## src/rtl/if_stage_pkg.sv

```systemverilog
// Shared widths, fetch-state encodings and bus layouts for the IF stage.
package if_stage_pkg;

  localparam int FS_TO_DS_BUS_WD = 96;
  localparam int BR_BUS_WD       = 65;

  // Fetch FSM encodings (kept as plain constants for legacy compatibility)
  localparam logic [1:0] S_REQ  = 2'd0;
  localparam logic [1:0] S_WAIT = 2'd1;
  localparam logic [1:0] S_FULL = 2'd2;

  // {inst, pc} bundle handed to decode
  typedef struct packed {
    logic [31:0] inst;
    logic [63:0] pc;
  } fs_bundle_t;

  // {taken, target} redirect bus coming back from decode
  typedef struct packed {
    logic        taken;
    logic [63:0] target;
  } br_bus_t;

endpackage

```

## src/rtl/if_pc_gen.sv

```systemverilog
// Fetch PC register with next-PC selection: reset value, sequential +4, or
// redirect target. Redirect wins over sequential advance.
module if_pc_gen
  import if_stage_pkg::*;
#(
  parameter logic [63:0] RESET_PC = 64'h0000_0000_8000_0000
) (
  input  logic        clk,
  input  logic        rst_n,
  input  logic        redirect_i,
  input  logic [63:0] target_i,
  input  logic        advance_i,
  output logic [63:0] pc_o
);

  logic [63:0] pc_q, pc_d;

  // Next-PC mux; +4 wraps naturally modulo 2^64
  always_comb begin
    pc_d = pc_q;
    if (redirect_i)     pc_d = target_i;
    else if (advance_i) pc_d = pc_q + 64'd4;
  end

  // PC register
  always_ff @(posedge clk or negedge rst_n) begin
    if (!rst_n) pc_q <= RESET_PC;
    else        pc_q <= pc_d;
  end

  assign pc_o = pc_q;

endmodule

```

## src/rtl/if_stage.sv

```systemverilog
// Instruction-fetch stage: one outstanding request on the inst SRAM port,
// one-entry bundle buffer toward decode, redirects from decode's br_bus.
// Optional feature macro: IF_PERF_CNT_EN adds fetch/redirect counters.
module if_stage
  import if_stage_pkg::*;
#(
  parameter logic [63:0] RESET_PC = 64'h0000_0000_8000_0000
) (
  input  logic                       clk,
  input  logic                       reset,
  input  logic                       ds_allowin,
  input  logic [BR_BUS_WD-1:0]       br_bus,
  output logic                       fs_to_ds_valid,
  output logic [FS_TO_DS_BUS_WD-1:0] fs_to_ds_bus,
  output logic                       inst_sram_req,
  output logic [63:0]                inst_sram_addr,
  input  logic                       inst_sram_addr_ok,
  input  logic                       inst_sram_data_ok,
  input  logic [31:0]                inst_sram_rdata
`ifdef IF_PERF_CNT_EN
  ,
  output logic [63:0]                perf_fetch_cnt,
  output logic [63:0]                perf_redirect_cnt
`endif
);

  br_bus_t    br;
  fs_bundle_t buf_q, buf_d;
  logic [1:0] state_q, state_d;
  logic       cancel_q, cancel_d;
  logic [63:0] pc;
  logic       redirect, accept, xfer;

  assign br = br_bus;

  // A redirect only counts when the branch actually leaves decode
  assign redirect = br.taken && ds_allowin;

  // Request is gated by reset so nothing is issued while held in reset
  assign inst_sram_req  = (state_q == S_REQ) && reset;
  assign inst_sram_addr = pc;
  assign accept         = inst_sram_req && inst_sram_addr_ok;

  // Wrong-path bundle is suppressed in the cycle the redirect fires
  assign fs_to_ds_valid = (state_q == S_FULL) && !redirect;
  assign fs_to_ds_bus   = buf_q;
  assign xfer           = fs_to_ds_valid && ds_allowin;

  if_pc_gen #(.RESET_PC(RESET_PC)) u_pc_gen (
    .clk        (clk),
    .rst_n      (reset),
    .redirect_i (redirect),
    .target_i   (br.target),
    .advance_i  (xfer),
    .pc_o       (pc)
  );

  // Fetch FSM, cancel tracking for in-flight wrong-path data, and buffer fill.
  // pc is frozen while waiting unless a redirect arrives (which also sets
  // cancel), so the captured pc always matches the returning data.
  always_comb begin
    state_d  = state_q;
    cancel_d = cancel_q;
    buf_d    = buf_q;
    case (state_q)
      S_REQ: begin
        if (accept) begin
          state_d  = S_WAIT;
          cancel_d = redirect;
        end
      end
      S_WAIT: begin
        if (inst_sram_data_ok) begin
          if (cancel_q || redirect) begin
            state_d  = S_REQ;
            cancel_d = 1'b0;
          end else begin
            state_d = S_FULL;
            buf_d   = '{inst: inst_sram_rdata, pc: pc};
          end
        end else if (redirect) begin
          cancel_d = 1'b1;
        end
      end
      S_FULL: begin
        if (redirect || xfer) state_d = S_REQ;
      end
      default: state_d = S_REQ;
    endcase
  end

  // State, cancel flag and bundle buffer registers
  always_ff @(posedge clk or negedge reset) begin
    if (!reset) begin
      state_q  <= S_REQ;
      cancel_q <= 1'b0;
      buf_q    <= '0;
    end else begin
      state_q  <= state_d;
      cancel_q <= cancel_d;
      buf_q    <= buf_d;
    end
  end

`ifdef IF_PERF_CNT_EN
  logic [63:0] fetch_cnt_q, redir_cnt_q;

  // Free-running wrap-around event counters
  always_ff @(posedge clk or negedge reset) begin
    if (!reset) begin
      fetch_cnt_q <= '0;
      redir_cnt_q <= '0;
    end else begin
      if (xfer)     fetch_cnt_q <= fetch_cnt_q + 64'd1;
      if (redirect) redir_cnt_q <= redir_cnt_q + 64'd1;
    end
  end

  assign perf_fetch_cnt    = fetch_cnt_q;
  assign perf_redirect_cnt = redir_cnt_q;
`endif

endmodule
```

## config.mk

```make
export PLATFORM = sky130hd
export DESIGN_NAME = if_stage
export DESIGN_NICKNAME = d
export VERILOG_FILES = /design/src/rtl/if_stage_pkg.sv /design/src/rtl/if_pc_gen.sv /design/src/rtl/if_stage.sv
export SDC_FILE = /design/constraint.sdc
export NUM_CORES = 1
export LEC_CHECK = 0
export BUFFER_PORTS_ARGS = -buffer_cell sky130_fd_sc_hd__buf_2
export CAP_MARGIN = 40
export CELL_PAD_IN_SITES_DETAIL_PLACEMENT = 0
export CELL_PAD_IN_SITES_GLOBAL_PLACEMENT = 1
export CORE_UTILIZATION = 40
export DETAILED_ROUTE_END_ITERATION = 7
export MAX_ROUTING_LAYER = met4
export PLACE_DENSITY = 0.86
export RECOVER_POWER = 25
export SLEW_MARGIN = 20
export SYNTH_ARGS = -nofsm -noshare
export SYNTH_HDL_FRONTEND = slang
export SYNTH_SLANG_ARGS = --single-unit
```

## constraint.sdc

```tcl
create_clock -name clk -period 5.4 [get_ports clk]
set_clock_uncertainty 0.05 [all_clocks]
set_input_delay 1.08 -clock clk [delete_from_list [all_inputs] [get_ports clk]]
set_output_delay 1.08 -clock clk [all_outputs]
set_load 0.03 [all_outputs]
```

# Word level (Yosys, flattened, before mapping)
# Cells that the tools add are included.
word_totals:
  reg_bits: 163
  latchBits: 0
  mem_bits_rw: 0
  mem_bits_ro: 0
  out_inout_bits: 162
  wordCells: 40
  n_memories: 0
classes:
  addsub: 1
  n_mul: 0
  div: 0
  order_cmp: 0
  eq_ne: 7
  shifts: 0
  mux: 12
  bitwise_logic: 1
  reduce_logical: 14
ops:
  columns: ["op", "count"]
  rows:
  - ["64-bit two-way mux", 2]
  - ["64-bit by 3-bit adder with 64-bit output (second input constant)", 1]
  - ["2-bit two-way mux", 4]
  - ["3-bit != test (second input constant)", 2]
  - ["2-bit case mux with 3 select lines", 1]
  - ["3-bit AND reduction", 2]
  - ["1-bit logical AND", 5]
  - ["1-bit two-way mux", 4]
  - ["2-bit != test (second input constant)", 2]
  - ["4-bit AND reduction", 1]
  - ["2-bit nonzero test", 2]
  - ["2-bit by 1-bit equality test with 1-bit output (second input constant)", 1]
  - ["2-bit equality test (second input constant)", 1]
  - ["2-bit logical NOT", 1]
  - ["1-bit logical OR", 2]
  - ["2-bit by 1-bit != test with 1-bit output (second input constant)", 1]
  - ["1-bit case mux with 2 select lines", 1]
  - ["1-bit logical NOT", 1]
  - ["1-bit inverter", 1]

# Logic depth before layout (Yosys ltp)
logic_depth:
  ltp_word: 7
  mapped_depth: 9
  ltp_nobuf: 7

# Modules after synthesis
# Synthesis repeated with hierarchy kept, for this count alone.
hier_totals:
  hier_cells: 651
  area_unflattened_um2: 7616.1
by_module_without_submodules:
  columns: ["mod", "instances", "cells_per_inst", "area_per_inst_um2"]
  rows:
  - ["if_stage", 1, 221, 3846.2]
  - ["if_pc_gen", 1, 430, 3769.9]

# Worst setup path before layout
# OpenSTA, ideal clock, no wires.
synth_timing:
  kind: "input to output"
  startpoint: "in br_bus[64]"
  endpoint: "out fs_to_ds_valid"
  t_arrival_ps: 2097
  required_ps: 4270
  slack_ps: 2173
  stages: 5
  n_path_buf: 2
  path_cell_list: "inv_1 -> nor2_1 -> clkbuf_1 -> buf_1 -> nor2_1"
synth_between:
  elab_chain_len: 3
synth_lines:
  columns: ["element", "line", "rtl"]
  rows:
  - ["start, declared", "if_stage.sv:12", "input logic [BR_BUS_WD-1:0] br_bus,"]
  - ["1-bit logical AND", "if_stage.sv:37", "assign redirect = br.taken && ds_allowin;"]
  - ["1-bit logical NOT", "if_stage.sv:45", "assign fs_to_ds_valid = (state_q == S_FULL) && !redirect;"]
  - ["1-bit logical AND", "if_stage.sv:45", null]
  - ["end, declared", "if_stage.sv:13", "output logic fs_to_ds_valid,"]
# No other way between the ends.

# Worst setup path after layout
layout_timing:
  startpoint: "in ds_allowin"
  endpoint: "reg u_pc_gen.pc_q[38], in the netlist u_pc_gen.pc_o[38]"
layout_between:
  elab_chain_len: 5
  word_cells_on_any_way: 6
  cone_classes: "mux (1); reduce/logical (5)"
layout_lines:
  columns: ["element", "line", "rtl"]
  rows:
  - ["start, declared", "if_stage.sv:11", "input logic ds_allowin,"]
  - ["1-bit logical AND", "if_stage.sv:37", null]
  - ["1-bit logical NOT", "if_stage.sv:45", null]
  - ["1-bit logical AND", "if_stage.sv:45", null]
  - ["1-bit logical AND", "if_stage.sv:47", "assign xfer = fs_to_ds_valid && ds_allowin;"]
  - ["2-bit nonzero test (no line)", null, null]
  - ["end signal, assigned", "if_pc_gen.sv:28", "else pc_q <= pc_d;"]
  - ["end, declared", "if_pc_gen.sv:16", "logic [63:0] pc_q, pc_d;"]
# Parallel ways exist; a longest one is shown, timed or not.
# A chain may end at the register's enable or synchronous reset.

==> flow_summary.yaml <==
floorplanning:
  dieArea_um2: 20730
  dieHeight_um: 144.0
  coreArea_um2: 19590
  start_util: 0.4115
  die_w_um: 144.0
  num_rows: 51
  pin_count: 264
clock_tree:
  clkSinkCount: 163
  cts_tree: "done"
  cts_hold_buf: 0
  cts_resized: 0
  post-cts-setup-buffers: 0
  ctsHtreeMaxLevel: 4
  clk_pin_slew_ps: 80
  clock_path_buffers: 2
  cts_root_buffer: "clkbuf_16"
  cts_buffers: 17
  clk_latency_ps: 430
grt:
  antenna_found_initial: 1
  grt_pass1_vias: 7162
  track_usage: 0.2670
  grt_pass1_wl_um: 40600
  grt_max_degree: 64
  overflow: 0
synthesis:
  syn_avg_cell_area_um2: 10.27
  synth_edf_count: 0
  syn-instance-count: 785
  ys_types: 60
  synth-async-reset-ratio: 1.000
  synth_nets: 888
  netlist_area_um2: 8061
  ys.flop_type: "dfrtp_1"
  synth-seq-cells: 163
  ys.warnings.count: 0
  yosysSeqAreaShare: 0.5061
finish:
  fillers: 1834
  nNetsFinal: 1137
  area_growth_pct: 26.85
  final_area_um2: 10230
  drive_gt1_frac: 0.3830
power:
  power_w: 0.005112
  vdd_drop_max_mv: 0.2334
  p_leak_nw: 4.451
  p_per_area_nw_per_um2: 499.9
timing:
  max_freq_mhz: 263.3
  timing.final.crit_share: 0.7033
  worst_slew_margin_rel: -0.1549
  rsz0062_at_grt: "no"
  drv_slew: 30
  worst_slack_ps: 1602
  finalCriticalPeriod_ps: 3798
  tightest_slew_ps: 1732
  tns_ps: 0
  finalSetupViolations: 0
  hold_violations: 0
placement:
  dpl-instance-area_um2: 9668
  place_ws_ps: 2124
  gp_congestion: 0.8845
  hpwl_um: 19000
  io_buffers: 263
drt:
  firstDrtPassIters: 5
  via_per_inst: 5.745
  drt_iter0_drc: 678
  drc: 0
  wirelength_um: 26240
  ant_nets: 0
  via_count: 7543
  wl_per_cell_um: 19.99
critical_path:
  cp_max_fo: 49
  cp-start-kind: "input pin"
  worst-setup-path-type: "in2reg"
  setup.worst_path.end_class: "flip-flop"
  crit_required_ps: 5670
  cp.arrival_ps: 4060
status:
  violations: "max-capacitance violations, max-slew violations"
  run_status: "finished, violations left"
min_path:
  hp-class: "reg2reg"
job:
  drv_cap: 1
[state kept, by name, summed over array words and instances (netlist names)]
| name | cells |
|---|---|
| fs_to_ds_bus | 96 |
| state_q | 2 |
| u_pc_gen.pc_o | 64 |
| cancel_q | 1 |
[per-stage QoR]
step | hold WS [ps] | std cells | utilization
finish | 431.0 | 1313 | 0.5220
global route | 458.6 | 1313 | 0.5220
CTS | 435.2 | 1312 | 0.5233
detailed placement | 418.6 | 1280 | 0.4935
global placement | 407.4 | 1277 | 0.4918
floorplan | 432.8 | 785 | -
[synthesized netlist by cell type, types with 6 or more instances]
| cell | instances | area share |
|---|---|---|
| mux2_2 | 90 | 0.13 |
| dfrtp_1 | 162 | 0.50 |
| nor4_1 | 16 | 0.012 |
| a211oi_1 | 12 | 0.011 |
| nand2_1 | 81 | 0.038 |
| o32ai_1 | 7 | 0.0076 |
| nor2_1 | 43 | 0.020 |
| mux2i_1 | 8 | 0.0099 |
| a22oi_1 | 11 | 0.010 |
| buf_1 | 7 | 0.0033 |
| and3_1 | 17 | 0.013 |
| clkbuf_1 | 33 | 0.015 |
| nand4_1 | 25 | 0.019 |
| inv_1 | 12 | 0.0056 |
| a311oi_1 | 6 | 0.0065 |
| a21oi_1 | 46 | 0.029 |
| nor3_1 | 36 | 0.022 |
| nand3_1 | 37 | 0.023 |
| o21ai_0 | 32 | 0.020 |
| o22ai_1 | 26 | 0.020 |
[worst paths after layout]
kind / to / depth (start not counted) / slack [ps] / from
setup / recovery: u_pc_gen.pc_o[38] / 7 / 1600 / ds_allowin
hold / removal: fs_to_ds_bus[12] / 2 / 430 / fs_to_ds_bus[12]
setup reg to reg: u_pc_gen.pc_o[50] / 6 / 2570 / u_pc_gen.pc_o[27]
hold reg to reg: fs_to_ds_bus[12] / 2 / 430 / fs_to_ds_bus[12]
max in group asynchronous: u_pc_gen.pc_o[31] / 4 / 3020 / reset
min in group asynchronous: fs_to_ds_bus[36] / 1 / 520 / reset
[metal layers]
metal  GRT usage  wire [µm]  vias to the layer above
met4     0.08455        581                        0
met2      0.3964      12090                      388
met1      0.3613      11240                     3664
met5           -          0                        -
li1            -          -                     3449
met3     0.05865       2327                       42
[where the power goes]
part	switching, W	internal [W]	total [W]
sequential	0.000294	0.00163	0.00192
clock	0.000580	0.000620	0.00120
combinational	0.00134	0.000649	0.00199
total	0.00221	0.00290	0.00511
[critical path, stage by stage]
cell	delay (ps)
buf_2	120
buf_4	280
nand2_1	200
clkbuf_1	1270
nand2_1	560
o32ai_1	430
nor2_1	90
[cells by family (layout without fill, tap and decap cells)]
group | count (synthesis) | count (layout) | share of synthesized area
AO/OA/AOI/OAI | 170 | 170 | 0.1350
XOR/XNOR | 1 | 1 | 0.001087
adder cells (fa/ha/maj) | 1 | 1 | 0.001552
buffers and inverters | 60 | 322 | 0.03011
flip-flops | 163 | 163 | 0.5061
multiplexers | 98 | 98 | 0.1357
other | 0 | 1 | 0
AND/OR/NAND/NOR | 292 | 292 | 0.1904
[placed cells by master, fill, tap and decap left out, drive strengths merged, types with 3 or more instances in the layout]
cell type  count
and2           4
clkinv         5
o32ai          7
nand4         27
nor3          37
mux2          90
mux2i          8
nor2          44
a311oi         6
inv           21
nor2b          5
a31oi          4
dfrtp        162
nand3         39
and3          18
a32oi          3
a21oi         46
clkbuf        35
or3            3
o31ai          4
o22ai         26
a211oi        12
nor4          19
nand2         81
o21ai         32
and4           6
a22oi         11
or2            3
buf          259
[layout make-up]
class                           count  area (µm²)  share of cell area
Timing Repair Buffer              278        1431              0.1400
Clock buffer                       17       425.4             0.04160
Inverter                           12       45.04            0.004405
Tap cell                          265       331.6             0.03242
Multi-Input combinational cell    562        3752              0.3669
Sequential cell                   163        4080              0.3990
Clock inverter                     15       157.7             0.01542
Antenna cell                        1       2.502           0.0002447
Note: power is estimated with default switching activity, not from simulation.
